File: src/rtl/csr_pkg.sv
// Shared definitions for the machine-mode CSR file: addresses, trap cause codes,
// field bit positions, operation and FSM encodings.
package csr_pkg;

    localparam logic [11:0] CSR_MSTATUS   = 12'h300;
    localparam logic [11:0] CSR_MIE       = 12'h304;
    localparam logic [11:0] CSR_MTVEC     = 12'h305;
    localparam logic [11:0] CSR_MEPC      = 12'h341;
    localparam logic [11:0] CSR_MCAUSE    = 12'h342;
    localparam logic [11:0] CSR_MIP       = 12'h344;
    localparam logic [11:0] CSR_MCYCLE    = 12'hB00;
    localparam logic [11:0] CSR_MCYCLEH   = 12'hB80;
    localparam logic [11:0] CSR_MINSTRET  = 12'hB02;
    localparam logic [11:0] CSR_MINSTRETH = 12'hB82;

    localparam logic [4:0] CAUSE_M_TIMER = 5'd7;
    localparam logic [4:0] CAUSE_M_EXT   = 5'd11;

    localparam int MSTATUS_MIE  = 3;
    localparam int MSTATUS_MPIE = 7;
    localparam int MIE_MTIE     = 7;
    localparam int MIE_MEIE     = 11;

    typedef enum logic [1:0] {
        CSR_NONE = 2'b00,
        CSR_RW   = 2'b01,
        CSR_RS   = 2'b10,
        CSR_RC   = 2'b11
    } csr_op_e;

    typedef enum logic {
        ST_RUN,
        ST_REDIRECT
    } trap_state_e;

    function automatic logic [31:0] csrApplyOp(input csr_op_e op,
                                               input logic [31:0] oldValue,
                                               input logic [31:0] wdata);
        case (op)
            CSR_RW:  return wdata;
            CSR_RS:  return oldValue | wdata;
            CSR_RC:  return oldValue & ~wdata;
            default: return oldValue;
        endcase
    endfunction

endpackage

File: src/rtl/irq_sync.sv
// Flop-chain synchronizer for one asynchronous, level-sensitive interrupt line.
module irq_sync #(
    parameter int SYNC_STAGES = 2
) (
    input  logic clk,
    input  logic rst,
    input  logic i_async,
    output logic o_sync
);

    logic [SYNC_STAGES-1:0] r_chain;

    always_ff @(posedge clk or posedge rst) begin
        if (rst) begin
            r_chain <= '0;
        end else begin
            r_chain <= {r_chain[SYNC_STAGES-2:0], i_async};
        end
    end

    assign o_sync = r_chain[SYNC_STAGES-1];

endmodule

File: src/rtl/csr_unit.sv
// Machine-mode CSR file and trap sequencer: CSR read/modify/write, counters,
// interrupt recognition, and PC redirect for trap entry and mret.
module csr_unit
    import csr_pkg::*;
#(
    parameter logic [31:0] RESET_MTVEC = 32'h0000_0000,
    parameter int          SYNC_STAGES = 2
) (
    input  logic        clk,
    input  logic        rst,
    input  logic [11:0] csr_addr,
    input  logic [31:0] csr_wdata,
    input  logic [1:0]  csr_op,
    input  logic        csr_rd,
    input  logic        csr_wr,
    input  logic        is_mret,
    input  logic        instr_valid,
    input  logic [31:0] pc_in,
    input  logic        timer_irq,
    input  logic        ext_irq,
    output logic [31:0] csr_rdata,
    output logic        epc_taken,
    output logic [31:0] epc_out
);

    trap_state_e r_state, w_stateNext;

    logic        r_mstatusMie, r_mstatusMpie;
    logic        r_mieMtie, r_mieMeie;
    logic [31:0] r_mtvec, r_mepc, r_mcause;
    logic [63:0] r_mcycle, r_minstret;

    logic        w_mtip, w_meip;
    logic        w_irqExt, w_irqTmr, w_irq, w_trap, w_mret, w_wrEn;
    logic [4:0]  w_causeCode;
    logic [31:0] w_mtvecBase, w_trapTarget, w_oldValue, w_newValue;
    logic        w_unusedBits;

    irq_sync #(.SYNC_STAGES(SYNC_STAGES)) u_syncTimer (
        .clk(clk), .rst(rst), .i_async(timer_irq), .o_sync(w_mtip)
    );

    irq_sync #(.SYNC_STAGES(SYNC_STAGES)) u_syncExt (
        .clk(clk), .rst(rst), .i_async(ext_irq), .o_sync(w_meip)
    );

    // Recognition is blocked in REDIRECT so the instruction being flushed cannot trap.
    assign w_irqExt    = r_mstatusMie & r_mieMeie & w_meip;
    assign w_irqTmr    = r_mstatusMie & r_mieMtie & w_mtip;
    assign w_irq       = (r_state == ST_RUN) && (w_irqExt || w_irqTmr);
    assign w_trap      = w_irq && instr_valid;
    assign w_mret      = is_mret && instr_valid && !w_irq;
    assign w_causeCode = w_irqExt ? CAUSE_M_EXT : CAUSE_M_TIMER;

    assign w_mtvecBase  = {r_mtvec[31:2], 2'b00};
    assign w_trapTarget = r_mtvec[0] ? (w_mtvecBase + {25'b0, w_causeCode, 2'b00})
                                     : w_mtvecBase;

    assign epc_taken = !rst && (w_trap || w_mret);
    assign epc_out   = w_trap ? w_trapTarget : r_mepc;

    always_comb begin
        w_oldValue = '0;
        case (csr_addr)
            CSR_MSTATUS: begin
                w_oldValue[12:11]         = 2'b11;
                w_oldValue[MSTATUS_MPIE] = r_mstatusMpie;
                w_oldValue[MSTATUS_MIE]  = r_mstatusMie;
            end
            CSR_MIE: begin
                w_oldValue[MIE_MEIE] = r_mieMeie;
                w_oldValue[MIE_MTIE] = r_mieMtie;
            end
            CSR_MIP: begin
                w_oldValue[MIE_MEIE] = w_meip;
                w_oldValue[MIE_MTIE] = w_mtip;
            end
            CSR_MTVEC:     w_oldValue = r_mtvec;
            CSR_MEPC:      w_oldValue = r_mepc;
            CSR_MCAUSE:    w_oldValue = r_mcause;
            CSR_MCYCLE:    w_oldValue = r_mcycle[31:0];
            CSR_MCYCLEH:   w_oldValue = r_mcycle[63:32];
            CSR_MINSTRET:  w_oldValue = r_minstret[31:0];
            CSR_MINSTRETH: w_oldValue = r_minstret[63:32];
            default:       w_oldValue = '0;
        endcase
    end

    assign csr_rdata    = csr_rd ? w_oldValue : '0;
    assign w_newValue   = csrApplyOp(csr_op_e'(csr_op), w_oldValue, csr_wdata);
    assign w_wrEn       = csr_wr && instr_valid && (csr_op != CSR_NONE) && !w_trap;
    assign w_unusedBits = ^pc_in[1:0];

    always_ff @(posedge clk or posedge rst) begin
        if (rst) begin
            r_state <= ST_RUN;
        end else begin
            r_state <= w_stateNext;
        end
    end

    always_comb begin
        w_stateNext = r_state;
        case (r_state)
            ST_RUN:      if (w_trap || w_mret) w_stateNext = ST_REDIRECT;
            ST_REDIRECT: w_stateNext = ST_RUN;
            default:     w_stateNext = ST_RUN;
        endcase
    end

    // Trap entry is applied last so it overrides both a CSR write and an mret.
    always_ff @(posedge clk or posedge rst) begin
        if (rst) begin
            r_mstatusMie  <= 1'b0;
            r_mstatusMpie <= 1'b0;
            r_mieMtie     <= 1'b0;
            r_mieMeie     <= 1'b0;
            r_mtvec       <= {RESET_MTVEC[31:2], 1'b0, RESET_MTVEC[0]};
            r_mepc        <= '0;
            r_mcause      <= '0;
        end else begin
            if (w_wrEn) begin
                case (csr_addr)
                    CSR_MSTATUS: begin
                        r_mstatusMie  <= w_newValue[MSTATUS_MIE];
                        r_mstatusMpie <= w_newValue[MSTATUS_MPIE];
                    end
                    CSR_MIE: begin
                        r_mieMtie <= w_newValue[MIE_MTIE];
                        r_mieMeie <= w_newValue[MIE_MEIE];
                    end
                    CSR_MTVEC:  r_mtvec  <= {w_newValue[31:2], 1'b0, w_newValue[0]};
                    CSR_MEPC:   r_mepc   <= {w_newValue[31:2], 2'b00};
                    CSR_MCAUSE: r_mcause <= w_newValue;
                    default: ;
                endcase
            end
            if (w_mret) begin
                r_mstatusMie  <= r_mstatusMpie;
                r_mstatusMpie <= 1'b1;
            end
            if (w_trap) begin
                r_mepc        <= {pc_in[31:2], 2'b00};
                r_mcause      <= {1'b1, 26'b0, w_causeCode};
                r_mstatusMpie <= r_mstatusMie;
                r_mstatusMie  <= 1'b0;
            end
        end
    end

    // A write to either counter half replaces that cycle's increment for the whole counter.
    always_ff @(posedge clk or posedge rst) begin
        if (rst) begin
            r_mcycle   <= '0;
            r_minstret <= '0;
        end else begin
            if (w_wrEn && csr_addr == CSR_MCYCLE) begin
                r_mcycle[31:0] <= w_newValue;
            end else if (w_wrEn && csr_addr == CSR_MCYCLEH) begin
                r_mcycle[63:32] <= w_newValue;
            end else begin
                r_mcycle <= r_mcycle + 64'd1;
            end

            if (w_wrEn && csr_addr == CSR_MINSTRET) begin
                r_minstret[31:0] <= w_newValue;
            end else if (w_wrEn && csr_addr == CSR_MINSTRETH) begin
                r_minstret[63:32] <= w_newValue;
            end else if (instr_valid && !w_trap) begin
                r_minstret <= r_minstret + 64'd1;
            end
        end
    end

endmodule

File: config.mk
export PLATFORM = sky130hd
export DESIGN_NAME = csr_unit
export DESIGN_NICKNAME = d
export VERILOG_FILES = /design/src/rtl/csr_pkg.sv /design/src/rtl/irq_sync.sv /design/src/rtl/csr_unit.sv
export SDC_FILE = /design/constraint.sdc
export NUM_CORES = 1
export LEC_CHECK = 0
export ABC_AREA = 0
export CAP_MARGIN = 40
export CORE_MARGIN = 2
export CORE_UTILIZATION = 54
export DETAILED_ROUTE_END_ITERATION = 7
export PLACE_DENSITY = 0.73
export SYNTH_ARGS = -nofsm -noshare
export SYNTH_HDL_FRONTEND = slang
export SYNTH_HIERARCHICAL = 1
export SYNTH_SLANG_ARGS = --single-unit
export TNS_END_PERCENT = 10
File: constraint.sdc
create_clock -name clk -period 10 [get_ports clk]
set_clock_uncertainty 0.1 [all_clocks]
set_input_delay 1 -clock clk [delete_from_list [all_inputs] [get_ports clk]]
set_output_delay 1 -clock clk [all_outputs]
set_load 0.005 [all_outputs]
==> summary.txt <==
hold crit path type - reg -> reg
pwr/cell area - 127 nW/um^2
initial antenna violation count - 1
DP Worst Slack - 3.95 ns
period utilization - 0.631
crit path kind - in -> out
Num CTS Buffers - 28
Design Area, Final - 19400 sq um
Seq/Total Area, Yosys - 0.349
cts hold-fix bufs - 0
DR iter-0 viols - 2836
synthesized area per cell - 8.35 sq um
most frequent cell after synthesis - nand2_1
CTS tree - built
Port Buffers - 146
layout cells sized above 1 - 0.0951
Ports - 151
Critical Path RT - 8.90 ns
Finish-stage setup viols - 0
Async S/R FF share, synth - 1.00
Core Box Area - 29900 sq um
Layout area overhead - 17.4%
Core Util, Final - 0.648
TritonCTS Sinks - 230
Placer Congestion - 1.04
PnR worst setup slack - 3.69 ns
worst vdd ir - 140 uV
worst hold margin - 0.253 ns
clock transition at the registers of the reported paths - 0.06 ns
Die W - 179 microns
Vias - 18200
number of flops mapped to enable cells by yosys - 0
Synth Flop Type - dfrtp_1
static leakage - 7.53 nW
overall die area - 32000 sq um
setup TNS - 0 ns
Slew HR - 0.277
first-pass GRT wire length - 109000 microns
Synth Cell Area - 16500 sq um
Filler cells - 2537
Tot GR Track Use - 0.463
total area of sequential cells - 5760 sq um
Yosys top cell area share - 0.349
Initial DRT Pass Iterations - 8
Hold Fails Final Rpt - 0
ANT cells - 0
DP HPWL - 54200 microns
multi-input logic area - 9990 sq um
post-route ant nets - 0
RSZ-0062 raised after global routing - false
worst r2r src - r_mstatusMie
area leader, netlist - dfrtp_1
num rows - 63
# resized after CTS - 0
Die H - 179 microns
CTS Buffer Depth - 3
critical path fanouts, max - 19
crit path from - csr_addr[0]
Max H-tree Level - 1
# Max-Cap Violations - 0
clk_lat worst skew - 0.58 ns
GRT overflow - 0
Total Power - 2.45 mW
#FFs+latches synth - 230
critical path arrival - 5.21 ns
largest net degree at the start of global routing - 87
nature of the critical path startpoint - primary input
synth top area cells - dfrtp_1, nand2_1, o21ai_0
Cells after DPL - 2419
Clock Tree Root - clkbuf_16
routed wire length - 74400 microns
vias per cell - 7.38
drt wl/cell - 30.1 microns
failing checks - DRC
cell count after synthesis - 1975
FMAX - 158 MHz
Post-CTS Repair Setup Buffers - 0
CP Capture Type - output port
Final Non-Filler Cells - 2473
DP Area - 18300 sq um
Worst-Margin Slew - 1.07 ns
Ys Warns - 6
Post-synth top cells - nand2_1, dfrtp_1, o21ai_0
Post-route DRC - 2
synth unique cells - 100
fin crit period - 6.31 ns
count of pins over their slew limit - 0
initial core utilization - 0.552
nets - 2153
HP Start - u_syncExt/r_chain[0]
status - finished with violations
number of global-route vias before repair - 16700
[report_power, final]
group / internal (mW) / total [mW] / leakage, nW / switching, mW
registers: 0.962 / 1.03 / 3.02 / 0.0642
clock network: 0.688 / 1.13 / 0.506 / 0.439
logic: 0.107 / 0.300 / 4.00 / 0.194
total: 1.76 / 2.45 / 7.53 / 0.697
[final timing paths]
path,end,slack (ns),cells past startpoint
worst max-delay path,csr_rdata[19],3.69,6
min in group asynchronous,u_syncExt/r_chain[0],0.70,2
worst min-delay path,u_syncExt/r_chain[1],0.25,0
worst max register to register,r_mcycle[33],6.24,8
max in group asynchronous,r_minstret[12],7.75,4
worst min register to register,u_syncExt/r_chain[1],0.25,0
[cell families (layout without fill, tap and decap cells)]
| kind of cell | Yosys count | count (layout) | synth area share |
|---|---|---|---|
| mux | 50 | 50 | 0.0311 |
| buf+inv | 183 | 290 | 0.0496 |
| compound gates | 638 | 638 | 0.263 |
| simple gates | 768 | 768 | 0.251 |
| xor+xnor | 100 | 100 | 0.0531 |
| flops | 230 | 230 | 0.349 |
| other cells | 1 | 2 | 0.000227 |
| fa+ha+maj | 5 | 5 | 0.00379 |
[worst max-delay path, stage by stage]
cell and delay, ns:
clkdlybuf4s50_1 0.81, or4b_1 1.05, nor4_4 0.95, a22oi_1 0.18, a41oi_1 0.58, clkdlybuf4s50_1 0.63
[flip-flops by register name, indices dropped and copies added (netlist names)]
signal,flops
r_mstatusMie,1
r_mieMeie,1
u_syncExt/r_chain,2
r_mcycle,64
r_mcause,32
r_mstatusMpie,1
r_mtvec,31
u_syncTimer/r_chain,2
r_mieMtie,1
r_minstret,64
r_state,1
r_mepc,30
[metal layers]
metal | share of wire | track usage | routed length (microns) | up-vias
met5 | 0.00015 | 0 | 11 | -
met4 | 0.085 | 0.317 | 6320 | 2
met3 | 0.13 | 0.0980 | 9640 | 330
met2 | 0.41 | 0.661 | 30600 | 1543
met1 | 0.37 | 0.626 | 27800 | 8686
li1 | - | - | - | 7684
[final cells by class]
cell class | count | area share
inverter | 31 | 0.00640
clock inverter | 11 | 0.00879
tap | 390 | 0.0252
sequential | 230 | 0.297
multi-input combinational | 1563 | 0.516
timing repair buffer | 208 | 0.103
clock buffer | 40 | 0.0437
[cells in the final DEF (no fill, tap or decap), drive strengths merged, types with 7 or more instances in the layout]
master	instances
a211oi	22
a31oi	28
nor2	102
or3	11
mux2	10
xnor2	67
nand3	84
clkbuf	41
a22o	20
a41oi	20
a21oi	117
dfrtp	230
nor2b	7
and4	24
nor3	54
inv	31
o21ai	172
a222oi	20
o22ai	23
a221oi	11
clkinv	7
o221ai	33
nand4	56
buf	62
and2	19
o211ai	39
clkdlybuf4s50	145
o21a	9
mux2i	40
and3	44
or4	15
nor3b	9
xor2	33
nor4	34
nand2	279
a22oi	52
(Power assumes the default switching activity.)
